## config.mk

```make
export PLATFORM = sky130hd
export DESIGN_NAME = riscv_multi_ctrl
export DESIGN_NICKNAME = d
export VERILOG_FILES = /design/src/rtl/riscv_multi_ctrl_pkg.sv /design/src/rtl/riscv_multi_ctrl_alu_dec.sv /design/src/rtl/riscv_multi_ctrl.sv
export SDC_FILE = /design/constraint.sdc
export NUM_CORES = 1
export LEC_CHECK = 0
export CORE_UTILIZATION = 32
export CTS_CLUSTER_DIAMETER = 60
export DETAILED_ROUTE_END_ITERATION = 8
export PLACE_DENSITY = 0.92
export SLEW_MARGIN = 20
export SYNTH_ARGS = -nofsm -noshare
export SYNTH_HDL_FRONTEND = slang
export SYNTH_SLANG_ARGS = --single-unit
```

## constraint.sdc

```tcl
create_clock -name clk -period 1.8 [get_ports clk]
set_input_delay 0.36 -clock clk [delete_from_list [all_inputs] [get_ports clk]]
set_output_delay 0.36 -clock clk [all_outputs]
set_load 0.1 [all_outputs]
```

## src/rtl/riscv_multi_ctrl_pkg.sv

```systemverilog
// Shared encodings for the multi-cycle RISC-V controller: states, datapath
// select codes, ALU operations and opcodes.
package riscv_multi_ctrl_pkg;

   typedef enum logic [3:0] {
      S_FETCH    = 4'd0,
      S_DECODE   = 4'd1,
      S_MEMADR   = 4'd2,
      S_MEMREAD  = 4'd3,
      S_MEMWB    = 4'd4,
      S_MEMWRITE = 4'd5,
      S_EXECR    = 4'd6,
      S_EXECI    = 4'd7,
      S_ALUWB    = 4'd8,
      S_BRANCH   = 4'd9,
      S_JALRADR  = 4'd10,
      S_JAL      = 4'd11,
      S_ERR      = 4'd12
   } state_t;

   // Which ALU decode table the current state needs
   typedef enum logic [1:0] {
      AC_ADD   = 2'd0,
      AC_SUB   = 2'd1,
      AC_RTYPE = 2'd2,
      AC_ITYPE = 2'd3
   } alu_class_t;

   localparam logic [3:0] ALU_ADD  = 4'd0;
   localparam logic [3:0] ALU_SUB  = 4'd1;
   localparam logic [3:0] ALU_SLL  = 4'd2;
   localparam logic [3:0] ALU_SLT  = 4'd3;
   localparam logic [3:0] ALU_SLTU = 4'd4;
   localparam logic [3:0] ALU_XOR  = 4'd5;
   localparam logic [3:0] ALU_SRL  = 4'd6;
   localparam logic [3:0] ALU_SRA  = 4'd7;
   localparam logic [3:0] ALU_OR   = 4'd8;
   localparam logic [3:0] ALU_AND  = 4'd9;

   localparam logic [1:0] SRCA_PC    = 2'd0;
   localparam logic [1:0] SRCA_OLDPC = 2'd1;
   localparam logic [1:0] SRCA_RS1   = 2'd2;

   localparam logic [1:0] SRCB_RS2  = 2'd0;
   localparam logic [1:0] SRCB_IMM  = 2'd1;
   localparam logic [1:0] SRCB_FOUR = 2'd2;

   localparam logic [1:0] RES_ALUOUT  = 2'd0;
   localparam logic [1:0] RES_MEMDATA = 2'd1;
   localparam logic [1:0] RES_ALU     = 2'd2;

   localparam logic [1:0] IMM_I = 2'd0;
   localparam logic [1:0] IMM_S = 2'd1;
   localparam logic [1:0] IMM_B = 2'd2;
   localparam logic [1:0] IMM_J = 2'd3;

   localparam logic ADR_PC     = 1'b0;
   localparam logic ADR_ALUOUT = 1'b1;

   localparam logic [6:0] OP_LOAD   = 7'b0000011;
   localparam logic [6:0] OP_STORE  = 7'b0100011;
   localparam logic [6:0] OP_RTYPE  = 7'b0110011;
   localparam logic [6:0] OP_ITYPE  = 7'b0010011;
   localparam logic [6:0] OP_BRANCH = 7'b1100011;
   localparam logic [6:0] OP_JAL    = 7'b1101111;
   localparam logic [6:0] OP_JALR   = 7'b1100111;

endpackage

```

## src/rtl/riscv_multi_ctrl_alu_dec.sv

```systemverilog
// Combinational ALU operation decode from state class, funct3 and funct7[5].
import riscv_multi_ctrl_pkg::*;

module riscv_alu_dec (
   input  alu_class_t  alu_class,
   input  logic [2:0]  funct3,
   input  logic        funct7_5,
   output logic [3:0]  alu_ctrl
);

   always_comb begin
      alu_ctrl = ALU_ADD;
      case (alu_class)
         AC_ADD: alu_ctrl = ALU_ADD;
         AC_SUB: alu_ctrl = ALU_SUB;
         default: begin
            case (funct3)
               // I-type funct3=000 ignores bit 30, which belongs to the immediate
               3'b000:  alu_ctrl = (alu_class == AC_RTYPE && funct7_5) ? ALU_SUB : ALU_ADD;
               3'b001:  alu_ctrl = ALU_SLL;
               3'b010:  alu_ctrl = ALU_SLT;
               3'b011:  alu_ctrl = ALU_SLTU;
               3'b100:  alu_ctrl = ALU_XOR;
               3'b101:  alu_ctrl = funct7_5 ? ALU_SRA : ALU_SRL;
               3'b110:  alu_ctrl = ALU_OR;
               default: alu_ctrl = ALU_AND;
            endcase
         end
      endcase
   end

endmodule

```

## src/rtl/riscv_multi_ctrl.sv

```systemverilog
// Multi-cycle RISC-V control FSM: sequences fetch/decode/execute/memory/
// writeback and drives all datapath selects and write enables.
import riscv_multi_ctrl_pkg::*;

module riscv_multi_ctrl #(
   parameter int unsigned RESET_PC_UPDATE = 0
) (
   input  logic        clk,
   input  logic        rst,
   input  logic [31:0] instr,
   input  logic        zero,
   output logic        pc_we,
   output logic        ir_we,
   output logic        adr_src,
   output logic        mem_we,
   output logic        reg_we,
   output logic [1:0]  alu_src_a,
   output logic [1:0]  alu_src_b,
   output logic [3:0]  alu_ctrl,
   output logic [1:0]  imm_src,
   output logic [1:0]  res_src,
   output logic        err
);

   localparam logic PC_WE_IN_RESET = (RESET_PC_UPDATE != 0);

   state_t     state, state_next;
   alu_class_t alu_class;
   logic [6:0] opcode;
   logic [2:0] funct3;
   logic       funct7_5;
   logic       unused_instr;

   assign opcode       = instr[6:0];
   assign funct3       = instr[14:12];
   assign funct7_5     = instr[30];
   assign unused_instr = ^{instr[31], instr[29:15], instr[11:7]};

   always_ff @(posedge clk) begin
      if (!rst) state <= S_FETCH;
      else      state <= state_next;
   end

   always_comb begin
      state_next = S_ERR;
      case (state)
         S_FETCH:  state_next = S_DECODE;
         S_DECODE: begin
            case (opcode)
               OP_LOAD, OP_STORE: state_next = S_MEMADR;
               OP_RTYPE:          state_next = S_EXECR;
               OP_ITYPE:          state_next = S_EXECI;
               OP_BRANCH:         state_next = S_BRANCH;
               OP_JAL:            state_next = S_JAL;
               OP_JALR:           state_next = S_JALRADR;
               default:           state_next = S_ERR;
            endcase
         end
         S_MEMADR:   state_next = (opcode == OP_LOAD) ? S_MEMREAD : S_MEMWRITE;
         S_MEMREAD:  state_next = S_MEMWB;
         S_MEMWB:    state_next = S_FETCH;
         S_MEMWRITE: state_next = S_FETCH;
         S_EXECR:    state_next = S_ALUWB;
         S_EXECI:    state_next = S_ALUWB;
         S_ALUWB:    state_next = S_FETCH;
         S_BRANCH:   state_next = (funct3 == 3'b000 || funct3 == 3'b001) ? S_FETCH : S_ERR;
         S_JALRADR:  state_next = S_JAL;
         S_JAL:      state_next = S_ALUWB;
         default:    state_next = S_ERR;
      endcase
   end

   always_comb begin
      pc_we     = 1'b0;
      ir_we     = 1'b0;
      adr_src   = ADR_PC;
      mem_we    = 1'b0;
      reg_we    = 1'b0;
      alu_src_a = SRCA_PC;
      alu_src_b = SRCB_RS2;
      imm_src   = IMM_I;
      res_src   = RES_ALUOUT;
      alu_class = AC_ADD;
      err       = 1'b0;
      case (state)
         S_FETCH: begin
            ir_we     = 1'b1;
            pc_we     = 1'b1;
            alu_src_b = SRCB_FOUR;
            res_src   = RES_ALU;
         end
         S_DECODE: begin
            alu_src_a = SRCA_OLDPC;
            alu_src_b = SRCB_IMM;
            imm_src   = (opcode == OP_JAL) ? IMM_J : IMM_B;
         end
         S_MEMADR: begin
            alu_src_a = SRCA_RS1;
            alu_src_b = SRCB_IMM;
            imm_src   = (opcode == OP_LOAD) ? IMM_I : IMM_S;
         end
         S_MEMREAD:  adr_src = ADR_ALUOUT;
         S_MEMWB: begin
            res_src = RES_MEMDATA;
            reg_we  = 1'b1;
         end
         S_MEMWRITE: begin
            adr_src = ADR_ALUOUT;
            mem_we  = 1'b1;
         end
         S_EXECR: begin
            alu_src_a = SRCA_RS1;
            alu_class = AC_RTYPE;
         end
         S_EXECI: begin
            alu_src_a = SRCA_RS1;
            alu_src_b = SRCB_IMM;
            alu_class = AC_ITYPE;
         end
         S_ALUWB:    reg_we = 1'b1;
         S_BRANCH: begin
            alu_src_a = SRCA_RS1;
            alu_class = AC_SUB;
            pc_we     = (funct3 == 3'b000) ? zero :
                        (funct3 == 3'b001) ? ~zero : 1'b0;
         end
         S_JALRADR: begin
            alu_src_a = SRCA_RS1;
            alu_src_b = SRCB_IMM;
         end
         S_JAL: begin
            pc_we     = 1'b1;
            alu_src_a = SRCA_OLDPC;
            alu_src_b = SRCB_FOUR;
         end
         default:    err = 1'b1;
      endcase
      // Enables are suppressed for the whole time reset is held low
      if (!rst) begin
         pc_we  = PC_WE_IN_RESET;
         ir_we  = 1'b0;
         mem_we = 1'b0;
         reg_we = 1'b0;
      end
   end

   riscv_alu_dec u_alu_dec (
      .alu_class (alu_class),
      .funct3    (funct3),
      .funct7_5  (funct7_5),
      .alu_ctrl  (alu_ctrl)
   );

endmodule

```

# Word-level counts from Yosys, hierarchy flattened
# Index checks and enable logic that the tools add are counted.
# totals
reg_bits	4
latchBits	0
ramBits	0
mem_bits_ro	0
inputBits	35
wordCells	70
n_memories	0
# op_classes
add_sub_neg	0
n_mul	0
n_div	0
magnitude_cmp	0
eq_ne	26
shifts	0
muxes	27
bitwise_logic	1
n_reduce_logical	15
# ops
operator	count
4-bit one-hot mux with 8 select lines	1
4-bit one-hot mux with 7 select lines	1
4-bit one-hot mux with 6 select lines	1
7-bit equality test (second input constant)	3
4-bit by 3-bit equality test with 1-bit output (second input constant)	4
4-bit equality test (second input constant)	4
2-bit one-hot mux with 2 select lines	4
1-bit 2-to-1 mux	15
7-bit by 6-bit equality test with 1-bit output (second input constant)	2
12-bit OR reduction	1
2-bit OR reduction	5
3-bit equality test (second input constant)	3
4-bit by 2-bit equality test with 1-bit output (second input constant)	2
4-bit one-hot mux with 2 select lines	1
7-bit by 2-bit equality test with 1-bit output (second input constant)	1
7-bit by 5-bit equality test with 1-bit output (second input constant)	1
3-bit by 2-bit equality test with 1-bit output (second input constant)	2
2-bit one-hot mux with 3 select lines	1
3-bit OR reduction	2
5-bit OR reduction	1
4-bit by 1-bit equality test with 1-bit output (second input constant)	1
4-bit logical NOT	1
4-bit 2-to-1 mux	1
4-bit OR reduction	1
10 further kinds	10

# Depth between registers and ports, before layout
# logic_depth
word_depth	7
mapped_depth	5
mapped_depth_nobuf	4

# Hierarchy
# From an unflattened synthesis, not the netlist that was laid out.
# hier_totals
cells_unflattened	93
area_unflattened_um2	675.6
# by_module_without_submodules
module	instances	cells_per_inst	area_each_um2
riscv_multi_ctrl	1	80	575.6
riscv_alu_dec	1	13	100.1

# Worst setup path before layout
# No wires, ideal clock.
# synth_timing
kind	register to output
startpoint	register state[3]
endpoint	output res_src[1]
arrival_ns	3.561
setup_slack_ns	-2.121
path_stages_with_launch	4
path_cell_list	dfxtp_1 buf_2 buf_1 nor4_1
# synth_via
elab_chain_len	2
word_cells_on_any_way	3
classes_between	eq/ne: 1; mux: 1; reduce/logical: 1
# synth_rtl
element	line_no	source
start, declared	riscv_multi_ctrl.sv:27	state_t state, state_next;
start signal, assigned	riscv_multi_ctrl.sv:41	else state <= state_next;
4-bit by 3-bit equality test with 1-bit output or 4-bit logical NOT (tied branches)	riscv_multi_ctrl.sv:85	case (state)
2-bit one-hot mux with 2 select lines (*)	riscv_multi_ctrl.sv:85	
end, declared	riscv_multi_ctrl.sv:21	output logic [1:0] res_src,
# Mark *: on every way between the ends. The rest lies on a longest branch, timed or not.

# Final worst setup path
# layout_timing
startpoint	input instr[6]
endpoint	output imm_src[0]
# layout_via
elab_chain_len	3
word_cells_on_any_way	5
classes_between	eq/ne: 2; mux: 3
# layout_rtl
element	line_no	source
start, declared	riscv_multi_ctrl.sv:10	input logic [31:0] instr,
7-bit by 2-bit equality test with 1-bit output or 7-bit equality test (tied branches)	riscv_multi_ctrl.sv:100, riscv_multi_ctrl.sv:95	
1-bit 2-to-1 mux (on tied branches)	riscv_multi_ctrl.sv:100, riscv_multi_ctrl.sv:95	
2-bit one-hot mux with 2 select lines (*)	riscv_multi_ctrl.sv:85	
end, declared	riscv_multi_ctrl.sv:20	output logic [1:0] imm_src,
# Marked as above.

==> qor.csv <==
stage;metric;value;unit
detailed_routing;routed_wirelength;3.27;mm
floorplanning;coreArea;1780;sq um
outcome;violations;negative setup slack;
sta;clock_skew;0.00704;ns
synthesis;synth_area_leaders;dfxtp_1, nor2_1, o21ai_0;
synthesis;yosysTopAreaCell;dfxtp_1;
place;place_area;1440;sq um
final_layout;fin_cells;174;
synthesis;synth_edf_count;0;
worst_setup_path;ff2ff_setup_slack;0.34;ns
worst_setup_path;rr_endpoint;state[3];
final_layout;diodes;0;
final_layout;fin_nets;186;
sta;layout_min_cycle_time;1.84;ns
detailed_routing;drt.antenna.violating_nets;0;
global_route;grt_overflow;0;
synthesis;synth_seq_cells;4;
sta;setup_viol;6;
power;p_switching;796;uW
global_route;grt_use_total;34.6;%
synthesis;synth.most_common_cell;nor2_1;
detailed_routing;drc;0;
clock_tree;cts-root-buf;clkbuf_4;
clock_tree;clockBufferDepth;2;
floorplanning;ios;53;
power;p_clk_share;8.3;%
global_route;antenna_found_initial;0;
sta;rsz0062_at_grt;true;
worst_setup_path;critPathKind;input pin to output port;
synthesis;synth_fp_nets;132;
worst_setup_path;critPathMaxFanout;3;
worst_setup_path;worstReg2RegStart;state[1];
synthesis;ys_seq_area_share;12.6;%
min_path;hp-start;state[1];
detailed_routing;drt-vias-per-instance;5.91;
synthesis;yosysWarningCount;0;
final_layout;fin_area;1600;sq um
worst_setup_path;crit_buf_inv;2;
clock_tree;cts_buffers;3;
power;p_leak;0.659;nW
floorplanning;dieWidth;46.5;um
outcome;status;complete, but fails checks;
final_layout;areaGrowthSynthToFinish;151;%
synthesis;synth_ff_type;dfxtp_1;
global_route;grt_pass1_vias;1062;
synthesis;synth-async-reset-ratio;0;%
synthesis;ys_types;36;
global_route;grt_pass1_wl;5.18;mm
final_layout;drive_gt1_share;66.4;%
clock_tree;cts_tree;done;
final_layout;top_regs;state (4);
run;cap_violations;0;
detailed_routing;first_iter_violations;26;
worst_setup_path;end_kind;output port;
global_route;grt_max_degree;15;
worst_setup_path;r2r_cells;6;
floorplanning;die_area;2160;sq um
worst_setup_path;required;1.44;ns
synthesis;synth_commonest_cells;nor2_1, nand2_1, o21ai_0;
worst_setup_path;worstPathCellList;dlygate4sd2_1 > or4_4 > nand2_4 > a21boi_4 > buf_12;
sta;fin_ws;-0.0364;ns
power;p_per_area;885;nW/um^2
min_path;holdPathEnd;state[0];
worst_setup_path;crit_path_start_kind;input pin;
worst_setup_path;slowest_delay;0.52;ns
clock_tree;hold_buffers;0;
sta;finalHoldViolCount;0;
final_layout;largest_register_ff_count;4;
min_path;whs_path_depth;2;
synthesis;syn_avg_cell_area;6.54;sq um
place;gp_congestion;0.851;
clock_tree;clock_latency;0.24;ns
final_layout;largest_register;state;
sta;worstMarginPinSlew;0.314;ns
worst_setup_path;slowest_stage;or4_4;
synthesis;syn_inst;97;
power;swShare;56.4;%
power;power.internal;616;uW
sta;holdWs;0.550;ns
clock_tree;path_clk_slew;0.04;ns
detailed_routing;first_pass_iters;4;
place;dp_cells;167;
power;ir_worst_vdd;613;uV
sta;max_slew_margin;78.8;%
power;pwr-share-comb;82.8;%
min_path;hold_class;flip-flop to flip-flop;
sta;finalCritPeriodShare;102;%
synthesis;syn-cell-area;634;sq um
detailed_routing;vias;1029;
clock_tree;clock_sinks;4;
floorplanning;start_util;35.6;%
place;post-dp-hpwl;2.08;mm
sta;max_freq;545;MHz
synthesis;synth_top_area_share;12.6;%
floorplanning;fp-row-count;15;
worst_setup_path;crit_arrival;1.48;ns
floorplanning;die_height;46.5;um
power;seq_power_share;8.9;%
worst_setup_path;critical-path-top-delay-family;simple AND/OR/NAND/NOR gates;
worst_setup_path;cp-startpoint;instr[6];
sta;report.final.slew_viol_count;0;
clock_tree;htree_levels;1;
detailed_routing;wl_per_cell;18.8;um
place;numPortBuffers;31;
==> worst max path at each step <==
stage,slack [ns],cells past startpoint,end
6_report,-0.04,5,imm_src[0]
5_1_grt,-0.07,4,imm_src[0]
4_1_cts,-0.08,6,imm_src[0]
3_3_place_gp,-0.35,6,imm_src[0]
3_5_place_dp,-0.40,6,imm_src[0]
2_1_floorplan,-0.35,3,res_src[1]
==> through the flow <==
stage               power (mW)  setup slack [ns]  util (%)  TNS (ns)
floorplan                0.821            -0.353         -     -1.28
global placement          1.18            -0.352      80.6     -1.35
detailed placement        1.21            -0.396      80.6     -1.65
CTS                       1.37           -0.0841      88.1    -0.101
global route              1.46           -0.0715      89.5    -0.374
finish                    1.41           -0.0364      89.5   -0.0821
==> layer usage <==
metal / track usage [%] / share of wire [%]
met5: 0 / 0
met4: 20.0 / 4.2
met3: 7.45 / 5.9
met2: 63.1 / 54
met1: 35.3 / 36
==> placed cells by master (no fill, tap or decap), types with 3 or more instances in the layout <==
cell / instances
nor2_1: 8
buf_2: 4
dlygate4sd2_1: 4
nand3_2: 3
nor2_4: 4
o21ai_0: 6
clkbuf_2: 3
nor2b_4: 5
nand2b_1: 4
buf_12: 18
buf_4: 22
dfxtp_2: 4
a21oi_4: 3
nand2_1: 8
clkbuf_4: 3
buf_6: 4
==> cell type report <==
type	count	area [sq um]
Clock buffer	3	22.5
Fill cell	71	188
Inverter	3	11.3
Multi-Input combinational cell	83	795
Sequential cell	4	85.1
Tap cell	25	31.3
Timing Repair Buffer	56	651
==> repair_timing <==
| action | in CTS | in global routing |
|---|---|---|
| setup endpoints to repair | 8 | 12 |
| buffers inserted | 3 | 1 |
| resized for setup | 58 | 14 |
| pin swaps | 12 | 9 |
| hold endpoints to repair | 0 | 0 |
==> logic make-up (layout without fill, tap and decap cells) <==
group | Yosys count | after routing | share of synthesized area, %
AOI/OAI and AO/OA | 26 | 26 | 26.8
xor gates and xnor gates | 4 | 4 | 5.52
buffers and inverters | 10 | 62 | 6.90
DFF | 4 | 4 | 12.6
muxes | 1 | 1 | 1.78
and+or+nand+nor | 52 | 52 | 46.4
==> worst register-to-register path, delay by kind of cell (launching register included) <==
family,cells,cell delay (ns)
simple gates,2,0.44
flops,1,0.33
buf+inv,2,0.33
compound gates,2,0.27
==> power by group through the flow <==
| stage | Combinational, mW | Sequential, mW | Clock, mW |
|---|---|---|---|
| after global routing | 1.21 | 0.126 | 0.124 |
| final | 1.17 | 0.125 | 0.117 |
| after detailed placement | 1.09 | 0.116 | 0 |
| after CTS | 1.13 | 0.121 | 0.119 |
| after global placement | 1.06 | 0.115 | 0 |
| after floorplan | 0.712 | 0.109 | 0 |
(Power assumes the default switching activity.)
==> RTL change 1, RTL diff (same flow settings) <==
Register the inputs `instr` and `zero` before use, with the module's reset. The logic sees them one clock later.
--- a/src/rtl/riscv_multi_ctrl.sv
+++ b/src/rtl/riscv_multi_ctrl.sv
@@ -26,2 +26,15 @@
 
+   logic [31:0] instr_q;
+   logic zero_q;
+
+   always_ff @(posedge clk) begin
+      if (!rst) begin
+         instr_q <= '0;
+         zero_q  <= '0;
+      end else begin
+         instr_q <= instr;
+         zero_q  <= zero;
+      end
+   end
+
    state_t     state, state_next;
@@ -33,6 +46,6 @@
 
-   assign opcode       = instr[6:0];
-   assign funct3       = instr[14:12];
-   assign funct7_5     = instr[30];
-   assign unused_instr = ^{instr[31], instr[29:15], instr[11:7]};
+   assign opcode       = instr_q[6:0];
+   assign funct3       = instr_q[14:12];
+   assign funct7_5     = instr_q[30];
+   assign unused_instr = ^{instr_q[31], instr_q[29:15], instr_q[11:7]};
 
@@ -123,4 +136,4 @@
             alu_class = AC_SUB;
-            pc_we     = (funct3 == 3'b000) ? zero :
-                        (funct3 == 3'b001) ? ~zero : 1'b0;
+            pc_we     = (funct3 == 3'b000) ? zero_q :
+                        (funct3 == 3'b001) ? ~zero_q : 1'b0;
          end
Formal check against the unedited RTL: not equivalent (Yosys sat finds a counterexample within 4 cycles, from zero or initial values and one cycle with rst low).
==> RTL change 1 against the original RTL <==
The flow still finishes with violations (setup timing). Worst setup slack worse by 0.15 ns. Routed wire length is essentially flat. Sequential cell count up 12. Combinational power grew 72%. Total power up 88%. Design area is 24% higher. Synthesized area rose by 45%.
==> RTL change 1: results (changes against the original RTL) <==
* Pleak at 0.7404 nW (+12%)
* Largest cells by area after synthesis: dfxtp_1, and2_1, a21oi_1
* Critical Path Start: state[3]
* Wire per inst at 16.69 um (-11%)
* Post-Route WL at 3272 um (about the same)
* Crit Reg-Reg Startpoint: instr_q[5]
* Critical path peak fanout at 6 (+3)
* Clock slew at reported path FFs at 0.09 ns (+0.05 ns)
* Skew-Pair Late Insertion Delay at 0.28 ns (+0.04 ns)
* Largest net degree at the start of global routing at 17 (+2)
* Critical-path top delay cell: dfxtp_4
* Worst slew pin tran at 0.3357 ns (+0.02146 ns)
* Post-Synthesis Cells at 116 (+20%)
* Nets@finish at 202 (+8.6%)
* Fraction of the yosys area taken by sequential cells at 34.88% (+22 points)
* DP HPWL at 1880 um (-9.8%)
* Tot GR Track Use at 17.69% (-17 points)
* Final worst setup slack at -0.1839 ns (-0.1475 ns)
* Placed Area at 1619 sq um (+13%)
* Max Clock Skew at 0.009113 ns (+0.002076 ns)
* Worst path max stage delay at 0.38 ns (-0.14 ns)
* Final setup viols at 9 (+3)
* Reg-to-Reg End: state[2]
* Failing checks: setup timing
* Netlist cell types at 33 (-8.3%)
* Run status: complete, but fails checks
* Share of layout cells above drive strength 1 at 58.18% (-8.3 points)
RTL change 1: repair_timing:
item / in CTS / in global routing
resized for setup: 23 / 38
buffers inserted: 3 / 12
pin swaps: 4 / 9
endpoints found under the setup margin: 16 / 15
hold endpoints to repair: 0 / 0
RTL change 1: logic make-up (layout without fill, tap and decap cells):
kind of cell	Yosys count	in the layout	share of synthesized area (%)
AOI/OAI and AO/OA	28	28	19.07
DFF	16	16	34.88
buffers and inverters	12	61	5.994
and+or+nand+nor	57	57	37.19
xor gates and xnor gates	3	3	2.862
RTL change 1: final cells by class:
| cell class | count | area (sq um) |
|---|---|---|
| clock buffers | 3 | 22.52 |
| fillers | 177 | 762.0 |
| inverters | 5 | 21.27 |
| multi-input cells | 88 | 837.1 |
| flip-flops and latches | 16 | 349.1 |
| well taps | 31 | 38.79 |
| repair buffers | 53 | 703.2 |
RTL change 1: power breakdown:
group          total (mW)  switching (mW)  internal (mW)
logic                2.01            1.23          0.779
registers           0.472          0.0733          0.399
clock network       0.179           0.101         0.0775
total                2.66            1.40           1.26
RTL change 1: metal layers:
layer / track usage [%] / vias to the layer above / wire length [um]
li1: - / 505 / -
met1: 19.50 / 508 / 1307
met4: 7.857 / 0 / 70
met5: 0 / - / 0
met3: 1.628 / 8 / 123
met2: 33.91 / 35 / 1772
RTL change 1: worst min path at each step:
| stage | depth (start not counted) | slack (ns) | to | from |
|---|---|---|---|---|
| floorplan | 1 | 0.49 | instr_q[0] | instr[0] |
| detailed placement | 2 | 0.55 | state[0] | instr_q[3] |
| finish | 2 | 0.55 | state[0] | instr_q[3] |
| global route | 2 | 0.57 | state[0] | instr_q[3] |
| global placement | 2 | 0.55 | state[0] | instr_q[3] |
| CTS | 2 | 0.56 | state[0] | instr_q[3] |
==> RTL change 2, RTL diff (config.mk and constraints unchanged) <==
Without the edit above. Register the output `alu_src_b`, with the module's reset; this adds one clock of latency there. The other outputs are not delayed to match.
--- a/src/rtl/riscv_multi_ctrl.sv
+++ b/src/rtl/riscv_multi_ctrl.sv
@@ -25,2 +25,4 @@
    localparam logic PC_WE_IN_RESET = (RESET_PC_UPDATE != 0);
+
+   logic [1:0] alu_src_b_d;
 
@@ -79,3 +81,3 @@
       alu_src_a = SRCA_PC;
-      alu_src_b = SRCB_RS2;
+      alu_src_b_d = SRCB_RS2;
       imm_src   = IMM_I;
@@ -88,3 +90,3 @@
             pc_we     = 1'b1;
-            alu_src_b = SRCB_FOUR;
+            alu_src_b_d = SRCB_FOUR;
             res_src   = RES_ALU;
@@ -93,3 +95,3 @@
             alu_src_a = SRCA_OLDPC;
-            alu_src_b = SRCB_IMM;
+            alu_src_b_d = SRCB_IMM;
             imm_src   = (opcode == OP_JAL) ? IMM_J : IMM_B;
@@ -98,3 +100,3 @@
             alu_src_a = SRCA_RS1;
-            alu_src_b = SRCB_IMM;
+            alu_src_b_d = SRCB_IMM;
             imm_src   = (opcode == OP_LOAD) ? IMM_I : IMM_S;
@@ -116,3 +118,3 @@
             alu_src_a = SRCA_RS1;
-            alu_src_b = SRCB_IMM;
+            alu_src_b_d = SRCB_IMM;
             alu_class = AC_ITYPE;
@@ -128,3 +130,3 @@
             alu_src_a = SRCA_RS1;
-            alu_src_b = SRCB_IMM;
+            alu_src_b_d = SRCB_IMM;
          end
@@ -133,3 +135,3 @@
             alu_src_a = SRCA_OLDPC;
-            alu_src_b = SRCB_FOUR;
+            alu_src_b_d = SRCB_FOUR;
          end
@@ -153,2 +155,10 @@
 
+   always_ff @(posedge clk) begin
+      if (!rst) begin
+         alu_src_b <= '0;
+      end else begin
+         alu_src_b <= alu_src_b_d;
+      end
+   end
+
 endmodule
Formal check against the unedited RTL: not equivalent (Yosys sat finds a counterexample within 4 cycles, from zero or initial values and one cycle with rst low).
==> RTL change 2 against the original RTL <==
The flow still finishes with violations (setup timing). Synthesized area up 3.0%. First-iteration DRC count rose to 2.8 times the old value. Design area up 6.7%. Highest routed layer unchanged. Sequential cell count up 2. Synthesized cell count down 4.1%. Core utilization up 4.1 points. Total power up 3.2%. Via count up 9.0%. Largest cell class is now buffers. Worst setup slack worse by 0.087 ns. Routed wire length up 19%.
==> RTL change 2: results (changes against the original RTL) <==
* Met3 GRT Util at 6.154% (-1.3 points)
* # resized after CTS at 46 (-21%)
* Busiest grt layer: met2
* Netlist cell types at 37 (+2.8%)
* Worst Path Arrival at 1.56 ns (+0.08 ns)
* Largest cells by area after synthesis: dfxtp_1, a21oi_1, nand2_1
* Met2 wire length at 2144 um (+22%)
* Final instance area at 1703 sq um (+6.7%)
* Fraction of the yosys area taken by sequential cells at 18.39% (+5.8 points)
* Met2 Usage GRT at 68.89% (+5.8 points)
* Nets@finish at 193 (+3.8%)
* P_clk at 0.135 mW (+15%)
* Placed Cells at 171 (+2.4%)
* Run status: complete, but fails checks
* Critical path peak fanout at 5 (+2)
* Top cells by count, synth: nand2_1, nor2_1, a21oi_1, dfxtp_1, inv_1
* Final setup viols at 8 (+2)
* Tot GR Track Use at 35.09% (+0.53 points)
* Starting DRC count in detailed routing at 73 (+180%)
* Fill cell count at 59 (-17%)
* Failing checks: setup timing
* Skew-Pair Late Insertion Delay at 0.26 ns (+0.02 ns)
* Worst slew pin tran at 0.4102 ns (+0.09599 ns)
* GR Layer Usage met1 at 33.26% (-2.1 points)
* Sequential share of power at 13.2% (+4.3 points)
* Gp weighted congestion at 0.8362 (-1.7%)
* Post-Route WL at 3906 um (+19%)
* Power share of the clock group at 9.3% (+1.0 points)
* Switching power at 0.7776 mW (-2.3%)
* Max Clock Skew at 0.006003 ns (-0.001034 ns)
* CTS Buf Count at 3 (unchanged)
* Worst path max stage delay at 0.37 ns (-0.15 ns)
* First-pass GRT wire length at 5216 um (+0.79%)
* Share of layout cells above drive strength 1 at 65.38% (-1.1 points)
* Net Count, Synth at 128 (-3.0%)
* Critical-path top delay cell: dfxtp_4
* Wire per inst at 21.58 um (+15%)
* Pre-CTS WS at -0.3855 ns (+0.01030 ns)
* Clock slew at reported path FFs at 0.05 ns
* Final worst setup slack at -0.1232 ns (-0.08671 ns)
* Wl on met1 at 1211 um (+1.9%)
* Top Registers: state (4), alu_src_b (2)
* Share of the synthesized area in the top cell type at 18.39% (+5.8 points)
* DP HPWL at 2363 um (+13%)
* Placed Area at 1523 sq um (+6.0%)
* Maximum vdd drop at 0.8438 mV (+38%)
* Ant diodes at 0 (unchanged)
* Root buf cell: clkbuf_4
* Largest net degree at the start of global routing at 11 (-4)
* Post-Synthesis Cells at 93 (-4.1%)
* DR vias at 1,122 (+9.0%)
* Setup_tns at -0.4639 ns (-0.3818 ns)
* Pleak at 0.7108 nW (+7.9%)
* Metal3 WL at 237 um (+22%)
* Min-delay worst type: register to register
-- RTL change 2: final cells by class --
class | instances | share of cell area, %
repair buffers | 66 | 44.60
multi-input cells | 76 | 42.98
flip-flops and latches | 6 | 7.935
well taps | 25 | 1.837
clock buffers | 3 | 1.323
inverters | 5 | 1.323
-- RTL change 2: cells by family (layout without fill, tap and decap cells) --
group | count (synthesis) | after routing | share of synthesized area (%)
xor+xnor | 4 | 4 | 5.365
buf+inv | 11 | 74 | 6.896
simple gates | 45 | 45 | 39.46
mux | 1 | 1 | 1.533
flops | 6 | 6 | 18.39
compound gates | 26 | 26 | 28.35
-- RTL change 2: final timing paths --
kind,from,to,slack [ns],cells past startpoint
hold reg to reg,state[1],state[0],0.66,3
setup / recovery,state[1],ir_we,-0.12,5
hold / removal,state[1],state[0],0.66,3
setup reg to reg,state[1],state[1],0.32,6
-- RTL change 2: worst max-delay path: cells and delay by family, from the launching register on --
family,cells,cell delay (ns)
flops,1,0.37
simple gates,3,0.54
buf+inv,2,0.39
